[config.mk]
export PLATFORM = sky130hd
export DESIGN_NAME = pc_sequencer_flat
export DESIGN_NICKNAME = d
export VERILOG_FILES = /design/src/rtl/cpu_pkg.sv /design/src/rtl/pc_sequencer_if.sv /design/src/rtl/pc_sequencer_redirect_buffer.sv /design/src/rtl/pc_sequencer.sv /design/src/flat_wrapper.sv
export SDC_FILE = /design/constraint.sdc
export NUM_CORES = 1
export LEC_CHECK = 0
export ABC_AREA = 1
export CAP_MARGIN = 20
export CORE_ASPECT_RATIO = 1.25
export CORE_UTILIZATION = 49
export CTS_CLUSTER_DIAMETER = 80
export DETAILED_ROUTE_END_ITERATION = 8
export PLACE_DENSITY_LB_ADDON = 0.25
export SLEW_MARGIN = 40
export SYNTH_ARGS = -nofsm -noshare
export SYNTH_HDL_FRONTEND = slang
export SYNTH_SLANG_ARGS = --single-unit
export TNS_END_PERCENT = 100
[constraint.sdc]
create_clock -name clk -period 2.3 [get_ports clk]
set_clock_uncertainty 0.15 [all_clocks]
set_input_delay 0.23 -clock clk [delete_from_list [all_inputs] [get_ports clk]]
set_output_delay 0.23 -clock clk [all_outputs]
set_load 0.01 [all_outputs]
[src/rtl/cpu_pkg.sv]
// Shared fetch-side types and constants for the PC sequencer.
package cpu_pkg;

    localparam int          AW_DEF       = 32;
    localparam logic [31:0] RESET_PC_DEF = 32'h0000_0000;
    localparam int          PC_INC       = 4;

    typedef enum logic [1:0] {
        IDLE = 2'd0,
        REQ  = 2'd1,
        HALT = 2'd2
    } state_e;

    typedef enum logic [1:0] {
        RD_NONE   = 2'd0,
        RD_BRANCH = 2'd1,
        RD_JUMP   = 2'd2
    } redir_kind_e;

    function automatic logic word_aligned(input logic [1:0] lsb);
        return lsb == 2'b00;
    endfunction

endpackage

[src/rtl/pc_sequencer_if.sv]
// Instruction-memory fetch handshake between the sequencer and imem.
interface pc_sequencer_if #(
    parameter int AW = cpu_pkg::AW_DEF
);
    logic          imem_req;
    logic [AW-1:0] imem_addr;
    logic          imem_ack;

    modport master (output imem_req, output imem_addr, input imem_ack);
    modport slave  (input imem_req, input imem_addr, output imem_ack);
endinterface

[src/rtl/pc_sequencer_redirect_buffer.sv]
// Single-entry redirect slot: alignment filter, jump-over-branch overwrite,
// and resolution of the redirect to apply on the consuming ack.
module redirect_buffer
    import cpu_pkg::*;
#(
    parameter int AW = AW_DEF
) (
    input  logic          clk,
    input  logic          rst,
    input  logic          cap_i,
    input  logic          clr_i,
    input  logic          chk_i,
    input  logic          jump_en_i,
    input  logic [AW-1:0] jump_target_i,
    input  logic          branch_taken_i,
    input  logic [AW-1:0] branch_target_i,
    output logic          rd_valid_o,
    output logic [AW-1:0] rd_target_o,
    output logic          err_o
);

    redir_kind_e   kind_q, kind_d;
    logic [AW-1:0] tgt_q, tgt_d;
    logic          err_q, err_d;
    logic          jv, bv;

    assign jv = jump_en_i && word_aligned(jump_target_i[1:0]);
    assign bv = branch_taken_i && word_aligned(branch_target_i[1:0]);

    // Buffered jump outranks a live one; live jump outranks a buffered branch.
    always_comb begin
        rd_valid_o  = 1'b1;
        rd_target_o = tgt_q;
        if (kind_q == RD_JUMP) begin
            rd_target_o = tgt_q;
        end else if (jv) begin
            rd_target_o = jump_target_i;
        end else if (kind_q == RD_BRANCH) begin
            rd_target_o = tgt_q;
        end else if (bv) begin
            rd_target_o = branch_target_i;
        end else begin
            rd_valid_o  = 1'b0;
        end
    end

    always_comb begin
        kind_d = kind_q;
        tgt_d  = tgt_q;
        err_d  = chk_i && ((jump_en_i && !jv) || (branch_taken_i && !bv));
        if (clr_i) begin
            kind_d = RD_NONE;
        end else if (cap_i) begin
            if (jv) begin
                kind_d = RD_JUMP;
                tgt_d  = jump_target_i;
            end else if (bv && kind_q != RD_JUMP) begin
                kind_d = RD_BRANCH;
                tgt_d  = branch_target_i;
            end
        end
    end

    always_ff @(posedge clk) begin
        if (rst) begin
            kind_q <= RD_NONE;
            tgt_q  <= '0;
            err_q  <= 1'b0;
        end else begin
            kind_q <= kind_d;
            tgt_q  <= tgt_d;
            err_q  <= err_d;
        end
    end

    assign err_o = err_q;

endmodule

[src/rtl/pc_sequencer.sv]
// Program counter owner: one outstanding imem fetch at a time, sequential or
// redirected advance, stall gating of new issues, and terminal halt.
module pc_sequencer
    import cpu_pkg::*;
#(
    parameter int          AW       = AW_DEF,
    parameter logic [AW-1:0] RESET_PC = AW'(RESET_PC_DEF)
) (
    input  logic                  clk,
    input  logic                  rst,
    pc_sequencer_if.master        imem,
    input  logic                  stall_i,
    input  logic                  halt_i,
    input  logic                  branch_taken_i,
    input  logic [AW-1:0]         branch_target_i,
    input  logic                  jump_en_i,
    input  logic [AW-1:0]         jump_target_i,
    output logic [AW-1:0]         current_pc_o,
    output logic                  instr_valid_o,
    output logic                  align_err_o,
    output logic                  halted_o
);

    state_e        state_q, state_d;
    logic [AW-1:0] pc_q, pc_d;
    logic          halt_pend_q, halt_pend_d;
    logic          cap, fire;
    logic          rd_valid;
    logic [AW-1:0] rd_target;

    assign fire = (state_q == REQ) && imem.imem_ack;

    redirect_buffer #(.AW(AW)) u_rdbuf (
        .clk             (clk),
        .rst             (rst),
        .cap_i           (cap),
        .clr_i           (fire),
        .chk_i           (state_q != HALT),
        .jump_en_i       (jump_en_i),
        .jump_target_i   (jump_target_i),
        .branch_taken_i  (branch_taken_i),
        .branch_target_i (branch_target_i),
        .rd_valid_o      (rd_valid),
        .rd_target_o     (rd_target),
        .err_o           (align_err_o)
    );

    always_comb begin
        state_d     = state_q;
        pc_d        = pc_q;
        halt_pend_d = halt_pend_q;
        cap         = 1'b0;
        unique case (state_q)
            IDLE: begin
                cap = 1'b1;
                if (halt_i)        state_d = HALT;
                else if (!stall_i) state_d = REQ;
            end
            REQ: begin
                if (imem.imem_ack) begin
                    pc_d        = rd_valid ? rd_target : pc_q + AW'(PC_INC);
                    state_d     = (halt_i || halt_pend_q) ? HALT : IDLE;
                    halt_pend_d = 1'b0;
                end else begin
                    // Redirects and halt seen mid-handshake wait for the ack.
                    cap         = 1'b1;
                    halt_pend_d = halt_pend_q | halt_i;
                end
            end
            HALT: ;
            default: state_d = IDLE;
        endcase
    end

    always_ff @(posedge clk) begin
        if (rst) begin
            state_q     <= IDLE;
            pc_q        <= RESET_PC;
            halt_pend_q <= 1'b0;
        end else begin
            state_q     <= state_d;
            pc_q        <= pc_d;
            halt_pend_q <= halt_pend_d;
        end
    end

    assign imem.imem_req  = (state_q == REQ);
    assign imem.imem_addr = pc_q;
    assign current_pc_o   = pc_q;
    assign instr_valid_o  = fire;
    assign halted_o       = (state_q == HALT);

endmodule
[src/flat_wrapper.sv]
// flat-port wrapper written by rule: the top's interface ports become plain ports
module pc_sequencer_flat import cpu_pkg::*;
#(
    parameter int          AW       = AW_DEF,
    parameter logic [AW-1:0] RESET_PC = AW'(RESET_PC_DEF)
)
  (clk, rst, stall_i, halt_i, branch_taken_i, branch_target_i, jump_en_i, jump_target_i, current_pc_o, instr_valid_o, align_err_o, halted_o, imem_imem_req, imem_imem_addr, imem_imem_ack);
  pc_sequencer_if #(.AW(AW)) imem_i ();
  input  logic clk;
  input  logic rst;
  input  logic stall_i;
  input  logic halt_i;
  input  logic branch_taken_i;
  input  logic [AW-1:0] branch_target_i;
  input  logic jump_en_i;
  input  logic [AW-1:0] jump_target_i;
  output logic [AW-1:0] current_pc_o;
  output logic instr_valid_o;
  output logic align_err_o;
  output logic halted_o;
  output wire logic [$bits(imem_i.imem_req)-1:0] imem_imem_req;
  output wire logic [$bits(imem_i.imem_addr)-1:0] imem_imem_addr;
  input wire logic [$bits(imem_i.imem_ack)-1:0] imem_imem_ack;
  assign imem_imem_req = imem_i.imem_req;
  assign imem_imem_addr = imem_i.imem_addr;
  assign imem_i.imem_ack = imem_imem_ack;
  pc_sequencer #(.AW(AW), .RESET_PC(RESET_PC)) u_core (.clk(clk), .rst(rst), .imem(imem_i), .stall_i(stall_i), .halt_i(halt_i), .branch_taken_i(branch_taken_i), .branch_target_i(branch_target_i), .jump_en_i(jump_en_i), .jump_target_i(jump_target_i), .current_pc_o(current_pc_o), .instr_valid_o(instr_valid_o), .align_err_o(align_err_o), .halted_o(halted_o));
endmodule
==> results.md, run 1 <==
* Outcome: finished, final reports clean
* Postcts setup bufs at 0
* Syn Inst Count at 820
* Post-synth EDFFs at 0
* Clock Latency Late Sink at between 0.3 and 0.4 ns
* Minimum clock period at between 2 and 2.5 ns
* Routed wire length at 15400 microns
* Internal power at 2.64 mW
* Ys async rst share at 0
* Area of the multi-input gates at ~2800 sq um
* Worst-path clk slew at ~0.060 ns
* Max_cap viols at 0
* Die ar. at a little over 10000 sq um
* Final hold vios at 0
* Top cells by count, synth: 289 x nand2_1, 97 x nor2_1, 84 x nand3_1
* Main area contributors after synthesis: dfxtp_1 29%, nand2_1 22%, nand3_1 8.7%
* Slowest-stage cell, CP: clkdlybuf4s50_1
* Post-DRT Antenna Nets at 0
* Largest net degree at the start of global routing at 38
* Clock Sinks at 70
* Number of diodes at 0
* Combinational Power Share at 0.243
* Placed insts at between 1000 and 1500
* Worst rel slew slack at 0.650
* CTS Buf Count at 9
* Initial antenna violation count at 0
* Sequential element share of the synthesized area at 0.289
* Non-Filler Instances at approximately 1100
* Net Count, Synth at about 890
* Count of input and output buffers at approximately 140
* DP Worst Slack at between 0.1 and 0.15 ns
* Layout Area Growth over Synthesis at 34.2%
* Post-synth top flop: dfxtp_1
* Worst hold slack at just over 0.3 ns
* Final #Nets at ~1000
* Critical Path RT at 1.92 ns
* Critical path data arrival time at ~1.7 ns
* First-pass GRT wire length at roughly 25000 microns
* # setup viols final at 0
* Max IR drop VDD at between 0.3 and 0.4 mV
* Die Y at between 100 and 150 microns
* Fillers at slightly below 900
* TNS Setup at 0 ns
* Via density at 5.39
* Clock power frac at 0.385
* Vias in the first global route at 5081
* Post-detail-place hpwl at around 11000 microns
* All-Layer GR Usage at 0.304
* # DRC at 0
* Netlist cell types at 29
* Die X-Extent at between 90 and 100 microns
* Crit path largest cell delay at approximately 0.60 ns
* Largest area contributor in the netlist: dfxtp_1
* Routed vias at approximately 5700
* Area occupied by registers at approximately 1400 sq um
* Cell Rows at 40
* Yosys reg bits at 70
* # IOs at between 100 and 150
* DR WL/cell at about 15 microns
* Most common cell in the netlist: nand2_1
* First-pass iteration count of the detailed router at 6
* CP bufs+invs at 2
* Fmax at between 0.4 and 0.5 GHz
* Post-synth top area share at 0.289
* Switching Share at 0.298
* Layout cells sized above 1 at 0.0634
* Core area at about 9600 sq um
* Cell area after layout at 6500 sq um
* RSZ-0062 raised after global routing: no
* Final slew viol count at 0
* CP startpoint kind: flip-flop
* Switching Power at 1.12 mW
* Global-route congestion overflow total at 0
* H-tree Lvls at 3
* Total power per unit cell area at a little under 600 nW/um^2
* Hold WC Path Type: flip-flop to flip-flop
* Final WS setup at around 0.20 ns
* Post-Syn Area per Cell at 5.91 sq um
* CP Max Fanout at 4
* Ys Warns at 0
* Initial Util at 0.504
* Final period utilization at 0.915
* Iteration-0 DRC Markers at 395
* Root buffer cell: clkbuf_16
* Crit-path leading delay family: buffers and inverters
* Cell Chain, Critical Path: inv_1, nand2_1, nor2_2, clkdlybuf4s50_1
* Mapped cell area at a little under 5000 sq um
* Sequential share of power at 0.372
* Placed cell area at approximately 6200 sq um
* Worst-Margin Slew at 0.519 ns
* LEAKAGE at between 2 and 3 nW
* CTS tree: built
* Crit Path Category: flip-flop to output pin
* CP Capture Type: output pin
* Routability Congestion at around 0.87
* Hold Buf Count CTS at 0
* Clock Path Buffers at 2
* Post-CTS resize count at 0
-- routing by layer --
metal | vias up | global-route usage | share of wire
met4 | 0 | 0.112 | 0.020
met2 | 255 | 0.506 | 0.48
li1 | 2840 | - | -
met5 | - | 0 | 0
met1 | 2568 | 0.400 | 0.43
met3 | 31 | 0.0437 | 0.067
-- cell families after synthesis --
| family | share of synthesized area |
|---|---|
| compound gates | 0.149 |
| fa+ha+maj | 0.00258 |
| simple gates | 0.414 |
| xor+xnor | 0.0127 |
| buf+inv | 0.133 |
| flops | 0.289 |
-- worst min-delay path, cell delays in order, from the launching register on --
cell and delay [ns]:
dfxtp_1 0.32, nand2_1 0.06, nor2_1 0.03
-- power by group through the flow --
stage | clock [mW] | combinational [mW] | sequential (mW)
final | 1.45 | 0.912 | 1.40
after global routing | 1.51 | 1.00 | 1.41
after CTS | 1.46 | 0.906 | 1.39
after detailed placement | 0 | 0.901 | 1.42
after global placement | 0 | 0.885 | 1.42
after floorplan | 0 | 0.507 | 1.41
-- path summary, 6_finish.rpt --
| path | start | to | slack, ns | cells past startpoint |
|---|---|---|---|---|
| max | u_core.state_q[1]$_SDFFE_PP0P_ | instr_valid_o | 0.20 | 4 |
| min | u_core.u_rdbuf.tgt_q[0]$_SDFFE_PP0P_ | u_core.u_rdbuf.tgt_q[0]$_SDFFE_PP0P_ | 0.30 | 2 |
| max reg2reg | u_core.current_pc_o[2]$_SDFFE_PP0P_ | u_core.current_pc_o[16]$_SDFFE_PP0P_ | 0.31 | 9 |
| min reg2reg | u_core.u_rdbuf.tgt_q[0]$_SDFFE_PP0P_ | u_core.u_rdbuf.tgt_q[0]$_SDFFE_PP0P_ | 0.30 | 2 |
-- metrics by stage --
stage	util	power (mW)
finish	0.677	3.76
detailed placement	0.644	2.32
global route	0.677	3.91
global placement	0.644	2.30
CTS	0.677	3.76
floorplan	-	1.92
-- placed cells by master, fill, tap and decap left out --
master | netlist | final
nand2_1 | 289 | 289
clkdlybuf4s50_1 | 0 | 138
nor2_1 | 97 | 96
nand3_1 | 84 | 84
dfxtp_1 | 70 | 70
o21ai_0 | 62 | 62
inv_1 | 46 | 46
a21oi_1 | 34 | 34
a31oi_1 | 25 | 25
buf_4 | 35 | 22
o21ai_1 | 9 | 9
clkbuf_16 | 0 | 9
nand2_2 | 6 | 6
xnor2_1 | 5 | 5
buf_12 | 0 | 5
nor2_2 | 3 | 4
nor2_4 | 3 | 3
nand4_1 | 3 | 3
clkinvlp_4 | 0 | 3
o211ai_1 | 2 | 2
xor2_1 | 2 | 2
nor3_1 | 2 | 2
clkbuf_8 | 0 | 2
inv_4 | 1 | 1
nand4_2 | 1 | 1
o21bai_1 | 1 | 1
or2_2 | 1 | 1
clkinv_1 | 1 | 1
a211oi_1 | 1 | 1
o21a_1 | 1 | 1
ha_1 | 1 | 1
bufinv_16 | 0 | 1
clkinv_2 | 0 | 1
-- flip-flops by register name, summed over array words and instances, names as in the netlist --
| register | count |
|---|---|
| u_core.current_pc_o | 32 |
| u_core.halt_pend_q | 1 |
| u_core.state_q | 2 |
| u_core.u_rdbuf.err_o | 1 |
| u_core.u_rdbuf.kind_q | 2 |
| u_core.u_rdbuf.tgt_q | 32 |
-- final cells by class --
| type | instances | share of cell area |
|---|---|---|
| Timing Repair Buffer | 165 | 0.253 |
| Clock buffer | 11 | 0.0389 |
| Sequential cell | 70 | 0.216 |
| Multi-Input combinational cell | 632 | 0.431 |
| Clock inverter | 5 | 0.00885 |
| Inverter | 48 | 0.0281 |
| Tap cell | 126 | 0.0242 |
Note: power is estimated with default switching activity, not from simulation.
==> inputs of run 2 (changes only) <==
--- a/config.mk
+++ b/config.mk
@@ -8,9 +8,11 @@
 export ABC_AREA = 1
 export CAP_MARGIN = 20
 export CORE_ASPECT_RATIO = 1.25
+export CORE_MARGIN = 8
 export CORE_UTILIZATION = 49
 export CTS_CLUSTER_DIAMETER = 80
 export DETAILED_ROUTE_END_ITERATION = 8
+export HOLD_SLACK_MARGIN = 0.02
 export PLACE_DENSITY_LB_ADDON = 0.25
 export SLEW_MARGIN = 40
 export SYNTH_ARGS = -nofsm -noshare
==> results.md, run 2 (synthesis gave the netlist of run 1 again) <==
* Die ar. at 13300 sq um (was 10300 sq um)
* Layout Area Growth over Synthesis at 33.8% (was 34.2%)
* DR WL/cell at 15.7 microns (was 14.6 microns)
* H-tree Lvls at 3 (unchanged)
* Worst hold slack at 0.329 ns (was 0.304 ns)
* Iteration-0 DRC Markers at 474 (was 395)
* Area occupied by registers at 1400 sq um (unchanged)
* Clock Latency Late Sink at 0.33 ns (was 0.34 ns)
* DP Worst Slack at 0.108 ns (was 0.111 ns)
* Initial Util at 0.504 (unchanged)
* Final period utilization at 0.941 (was 0.915)
* Clock Path Buffers at 2 (unchanged)
* Postcts setup bufs at 0 (unchanged)
* R2r setup slk at 0.26 ns (was 0.31 ns)
* Hold path endpoint: u_core.u_rdbuf.tgt_q[1]$_SDFFE_PP0P_ (was u_core.u_rdbuf.tgt_q[0]$_SDFFE_PP0P_)
* Root buffer cell: clkbuf_16 (unchanged)
* # IOs at 139 (unchanged)
* RSZ-0062 raised after global routing: no (unchanged)
* CTS Buf Count at 9 (unchanged)
* Via density at 5.42 (was 5.39)
* Layout cells sized above 1 at 0.0623 (was 0.0634)
* Worst-Margin Slew at 0.516 ns (was 0.519 ns)
* Post-DRT Antenna Nets at 0 (unchanged)
* Largest net degree at the start of global routing at 37 (was 38)
* First-pass GRT wire length at 27100 microns (was 24900 microns)
* Fmax at 0.462 GHz (was 0.475 GHz)
* # setup viols final at 0 (unchanged)
* Most common cell after layout, fill and taps aside: nand2_1 (unchanged)
* Crit Path Category: flip-flop to output pin (unchanged)
* Minimum clock period at 2.16 ns (was 2.10 ns)
* Total power per unit cell area at 586 nW/um^2 (was 578 nW/um^2)
* Tot Pwr at 3.80 mW (was 3.76 mW)
* Final #Nets at 998 (unchanged)
* Cell Rows at 40 (unchanged)
* Reg2reg start: u_core.state_q[0]$_SDFFE_PP0P_ (was u_core.current_pc_o[2]$_SDFFE_PP0P_)
* CP Capture Type: output pin (unchanged)
* Final WS setup at 0.135 ns (was 0.196 ns)
* Initial antenna violation count at 0 (unchanged)
* Final slew viol count at 0 (unchanged)
* CTS tree: built (unchanged)
* # DRC at 0 (unchanged)
* Die Y at 127 microns (was 113 microns)
* Core area at 9610 sq um (unchanged)
* Number of diodes at 0 (unchanged)
* Fillers at 887 (was 894)
* Area of the multi-input gates at 2800 sq um (unchanged)
* Post-CTS resize count at 0 (unchanged)
* Critical path data arrival time at 1.78 ns (was 1.72 ns)
* Global-route congestion overflow total at 0 (unchanged)
* First-pass iteration count of the detailed router at 5 (was 6)
* Vias in the first global route at 5545 (was 5081)
* Post-detail-place hpwl at 12600 microns (was 11400 microns)
* HP Start: u_core.u_rdbuf.tgt_q[1]$_SDFFE_PP0P_ (was u_core.u_rdbuf.tgt_q[0]$_SDFFE_PP0P_)
* Clock Sinks at 70 (unchanged)
* Die X-Extent at 105 microns (was 90.9 microns)
* All-Layer GR Usage at 0.245 (was 0.304)
* Final Util at 0.674 (was 0.677)
* Routed vias at 5732 (was 5694)
* R2R cell count at 7 (was 9)
* Min-Delay Path Depth at 2 (unchanged)
* LEAKAGE at 2.72 nW (about the same)
* Commonest non-fill, non-tap cells in the layout: 289 x nand2_1, 138 x clkdlybuf4s50_1, 96 x nor2_1, 84 x nand3_1, 70 x dfxtp_1 (unchanged)
* Hold WC Path Type: flip-flop to flip-flop (unchanged)
* R2R Path End: u_core.current_pc_o[19]$_SDFFE_PP0P_ (was u_core.current_pc_o[16]$_SDFFE_PP0P_)
* Final hold vios at 0 (unchanged)
* Count of input and output buffers at 138 (unchanged)
* Outcome: finished, final reports clean (unchanged)
* CP Max Fanout at 6 (was 4)
* Worst rel slew slack at 0.652 (was 0.650)
* Routed wire length at 16600 microns (was 15400 microns)
* Max IR drop VDD at 0.394 mV (was 0.344 mV)
* CP startpoint kind: flip-flop (unchanged)
* TNS Setup at 0 ns (unchanged)
* Max_cap viols at 0 (unchanged)
* Routability Congestion at 0.876 (was 0.871)
* Hold Buf Count CTS at 0 (unchanged)
* Critical Path RT at 1.92 ns (about the same)
* Worst-path clk slew at 0.06 ns (about the same)
-- run 2: cell types whose count changed in the layout (fill, tap and decap cells not counted), sizes merged --
cell	previous run	this run
clkinv	2	4
clkinvlp	3	1
bufinv	1	2
clkbuf	11	10
-- run 2: per-layer routing --
| layer | track usage | up-vias | part of all wire |
|---|---|---|---|
| met5 | 0 | - | 0 |
| met4 | 0.0892 | 0 | 0.022 |
| met3 | 0.0659 | 35 | 0.083 |
| met2 | 0.406 | 251 | 0.48 |
| met1 | 0.298 | 2605 | 0.42 |
| li1 | - | 2841 | - |
-- run 2: worst max-delay path, cell delays in order, from the launching register on --
cell	delay, ns
dfxtp_1	0.43
nand2_1	0.17
nor2_2	0.26
clkdlybuf4s50_1	0.60
-- run 2: where the power goes --
part | leakage, nW | total (mW) | switching (mW) | internal, mW
Combinational | 2.00 | 0.910 | 0.487 | 0.423
Sequential | 0.571 | 1.40 | 0.0899 | 1.31
Clock | 0.152 | 1.49 | 0.545 | 0.948
Total | 2.72 | 3.80 | 1.12 | 2.68
-- run 2: metrics by stage --
stage	cell area, sq um	instances
final	6480	1057
after global routing	6480	1057
after CTS	6480	1057
after detailed placement	6170	1041
after global placement	6170	1041
after floorplan	4840	820
-- run 2: worst max-delay path by stage --
| stage | slack (ns) | end | startpoint | cells past startpoint |
|---|---|---|---|---|
| floorplan | 0.55 | u_core.current_pc_o[28]$_SDFFE_PP0P_ | u_core.current_pc_o[2]$_SDFFE_PP0P_ | 10 |
| global placement | 0.17 | u_core.current_pc_o[19]$_SDFFE_PP0P_ | imem_imem_ack | 8 |
| detailed placement | 0.11 | u_core.current_pc_o[14]$_SDFFE_PP0P_ | jump_target_i[1] | 10 |
| CTS | 0.13 | instr_valid_o | u_core.state_q[0]$_SDFFE_PP0P_ | 3 |
| global route | 0.03 | instr_valid_o | u_core.state_q[1]$_SDFFE_PP0P_ | 4 |
| finish | 0.14 | instr_valid_o | u_core.state_q[0]$_SDFFE_PP0P_ | 3 |
-- run 2: cell type report --
cell class / instances / area share
Multi-Input combinational cell: 632 / 0.432
Timing Repair Buffer: 165 / 0.250
Sequential cell: 70 / 0.216
Clock buffer: 10 / 0.0353
Inverter: 48 / 0.0282
Tap cell: 126 / 0.0243
Clock inverter: 6 / 0.0133
==> inputs of run 3 (changes only) <==
--- a/config.mk
+++ b/config.mk
@@ -13,7 +13,9 @@
 export CTS_CLUSTER_DIAMETER = 80
 export DETAILED_ROUTE_END_ITERATION = 8
 export HOLD_SLACK_MARGIN = 0.02
+export MAX_ROUTING_LAYER = met4
 export PLACE_DENSITY_LB_ADDON = 0.25
+export REMOVE_ABC_BUFFERS = 1
 export SLEW_MARGIN = 40
 export SYNTH_ARGS = -nofsm -noshare
 export SYNTH_HDL_FRONTEND = slang
==> results.md, run 3 (synthesis gave the netlist of run 1 again) <==
* Number of diodes at 0 (unchanged)
* Hold Buf Count CTS at 0 (unchanged)
* Commonest non-fill, non-tap cells in the layout: 289 x nand2_1, 138 x clkdlybuf4s50_1, 96 x nor2_1, 84 x nand3_1, 70 x dfxtp_1 (unchanged)
* Minimum clock period at 2.18 ns (was 2.16 ns)
* Tot Pwr at 3.65 mW (was 3.80 mW)
* # setup viols final at 0 (unchanged)
* Post-DRT Antenna Nets at 0 (unchanged)
* Core area at 9610 sq um (unchanged)
* Routed vias at 5719 (was 5732)
* Final hold vios at 0 (unchanged)
* Count of input and output buffers at 138 (unchanged)
* Final Util at 0.670 (was 0.674)
* Fillers at 878 (was 887)
* CP Capture Type: output pin (unchanged)
* DR WL/cell at 15.6 microns (was 15.7 microns)
* First-pass iteration count of the detailed router at 9 (was 5)
* Layout Area Growth over Synthesis at 32.9% (was 33.8%)
* TNS Setup at 0 ns (unchanged)
* Worst hold slack at 0.323 ns (was 0.329 ns)
* Worst-path clk slew at 0.06 ns (about the same)
* Routability Congestion at 0.949 (was 0.876)
* Routed wire length at 16400 microns (was 16600 microns)
* Placed insts at 1039 (was 1041)
* CTS Buf Count at 9 (unchanged)
* Initial antenna violation count at 0 (unchanged)
* Cell Chain, Critical Path: inv_1, nand2_1, nor2_2, clkdlybuf4s50_1 (was nand2_1, nor2_2, clkdlybuf4s50_1)
* Critical path data arrival time at 1.80 ns (was 1.78 ns)
* CP startpoint kind: flip-flop (unchanged)
* Cell Rows at 40 (unchanged)
* Clock Sinks at 70 (unchanged)
* Outcome: finished, final reports clean (unchanged)
* Die ar. at 13300 sq um (unchanged)
* CTS tree: built (unchanged)
* Layout cells sized above 1 at 0.0603 (was 0.0623)
* Initial Util at 0.504 (unchanged)
* Largest net degree at the start of global routing at 43 (was 37)
* Crit path largest cell delay at 0.67 ns (was 0.60 ns)
* Global-route congestion overflow total at 0 (unchanged)
* LEAKAGE at 2.70 nW (was 2.72 nW)
* Worst rel slew slack at 0.609 (was 0.652)
* # IOs at 139 (unchanged)
* Hold WC Path Type: flip-flop to flip-flop (unchanged)
* Clock Latency Late Sink at 0.33 ns (about the same)
* Clock Path Buffers at 2 (unchanged)
* Max_cap viols at 0 (unchanged)
* Slowest-stage cell, CP: clkdlybuf4s50_1 (unchanged)
* Critical Path RT at 1.92 ns (about the same)
* All-Layer GR Usage at 0.247 (was 0.245)
* H-tree Lvls at 3 (unchanged)
* Iteration-0 DRC Markers at 361 (was 474)
* Vias in the first global route at 5370 (was 5545)
* Post-detail-place hpwl at 12400 microns (was 12600 microns)
* Most common cell after layout, fill and taps aside: nand2_1 (unchanged)
* Worst-Margin Slew at 0.581 ns (was 0.516 ns)
* Non-Filler Instances at 1055 (was 1057)
* Total power per unit cell area at 567 nW/um^2 (was 586 nW/um^2)
* # DRC at 0 (unchanged)
* RSZ-0062 raised after global routing: no (unchanged)
* Root buffer cell: clkbuf_16 (unchanged)
* Final period utilization at 0.949 (was 0.941)
* Max IR drop VDD at 0.375 mV (was 0.394 mV)
* Crit Path Category: flip-flop to output pin (unchanged)
* Final slew viol count at 0 (unchanged)
* Post-CTS resize count at 0 (unchanged)
* Final #Nets at 996 (was 998)
* First-pass GRT wire length at 26500 microns (was 27100 microns)
* Fmax at 0.458 GHz (was 0.462 GHz)
* Die Y at 127 microns (unchanged)
* CP Max Fanout at 6 (unchanged)
* Postcts setup bufs at 0 (unchanged)
* Die X-Extent at 105 microns (unchanged)
* Via density at 5.42 (about the same)
[run 3: changes by cell type in the layout (fill, tap and decap cells not counted), sizes merged]
cell	delta
clkbuf	+3
buf	-2
bufinv	-2
clkinv	-1
[run 3: path summary, 6_finish.rpt]
kind	start	endpoint	slack (ns)	cells past startpoint
hold reg to reg	u_core.u_rdbuf.tgt_q[0]$_SDFFE_PP0P_	u_core.u_rdbuf.tgt_q[0]$_SDFFE_PP0P_	0.32	2
hold / removal	u_core.u_rdbuf.tgt_q[0]$_SDFFE_PP0P_	u_core.u_rdbuf.tgt_q[0]$_SDFFE_PP0P_	0.32	2
setup reg to reg	u_core.current_pc_o[2]$_SDFFE_PP0P_	u_core.current_pc_o[14]$_SDFFE_PP0P_	0.36	12
setup / recovery	u_core.state_q[1]$_SDFFE_PP0P_	instr_valid_o	0.12	4
[run 3: final cells by class]
class	count	area, sq um	share of cell area
Multi-Input combinational cell	632	2800	0.435
Timing Repair Buffer	163	1610	0.250
Sequential cell	70	1400	0.218
Clock buffer	13	270	0.0420
Inverter	48	183	0.0284
Tap cell	126	158	0.0245
Clock inverter	3	17.5	0.00272
[run 3: critical path, delay by kind of cell, from the launching register on]
family | cells | cell delay, ns
buffers and inverters | 2 | 0.78
and+or+nand+nor | 2 | 0.36
DFF | 1 | 0.33
[run 3: routing by layer]
layer | global-route usage | share of wire | vias up
met4 | 0.0859 | 0.019 | 0
met5 | - | 0 | -
met3 | 0.0543 | 0.076 | 28
li1 | - | - | 2835
met1 | 0.293 | 0.42 | 2621
met2 | 0.403 | 0.49 | 235
[run 3: through the flow]
step / setup slack (ns) / area (sq um)
2_1_floorplan: -0.609 / 4380
3_3_place_gp: 0.208 / 6150
3_5_place_dp: 0.154 / 6150
4_1_cts: 0.0993 / 6440
5_1_grt: 0.0347 / 6440
6_report: 0.117 / 6440
[run 3: power by group]
group | switching (mW) | internal (mW) | leakage [nW] | total (mW)
combinational | 0.485 | 0.419 | 1.98 | 0.904
sequential | 0.0932 | 1.31 | 0.571 | 1.40
clock | 0.532 | 0.815 | 0.142 | 1.35
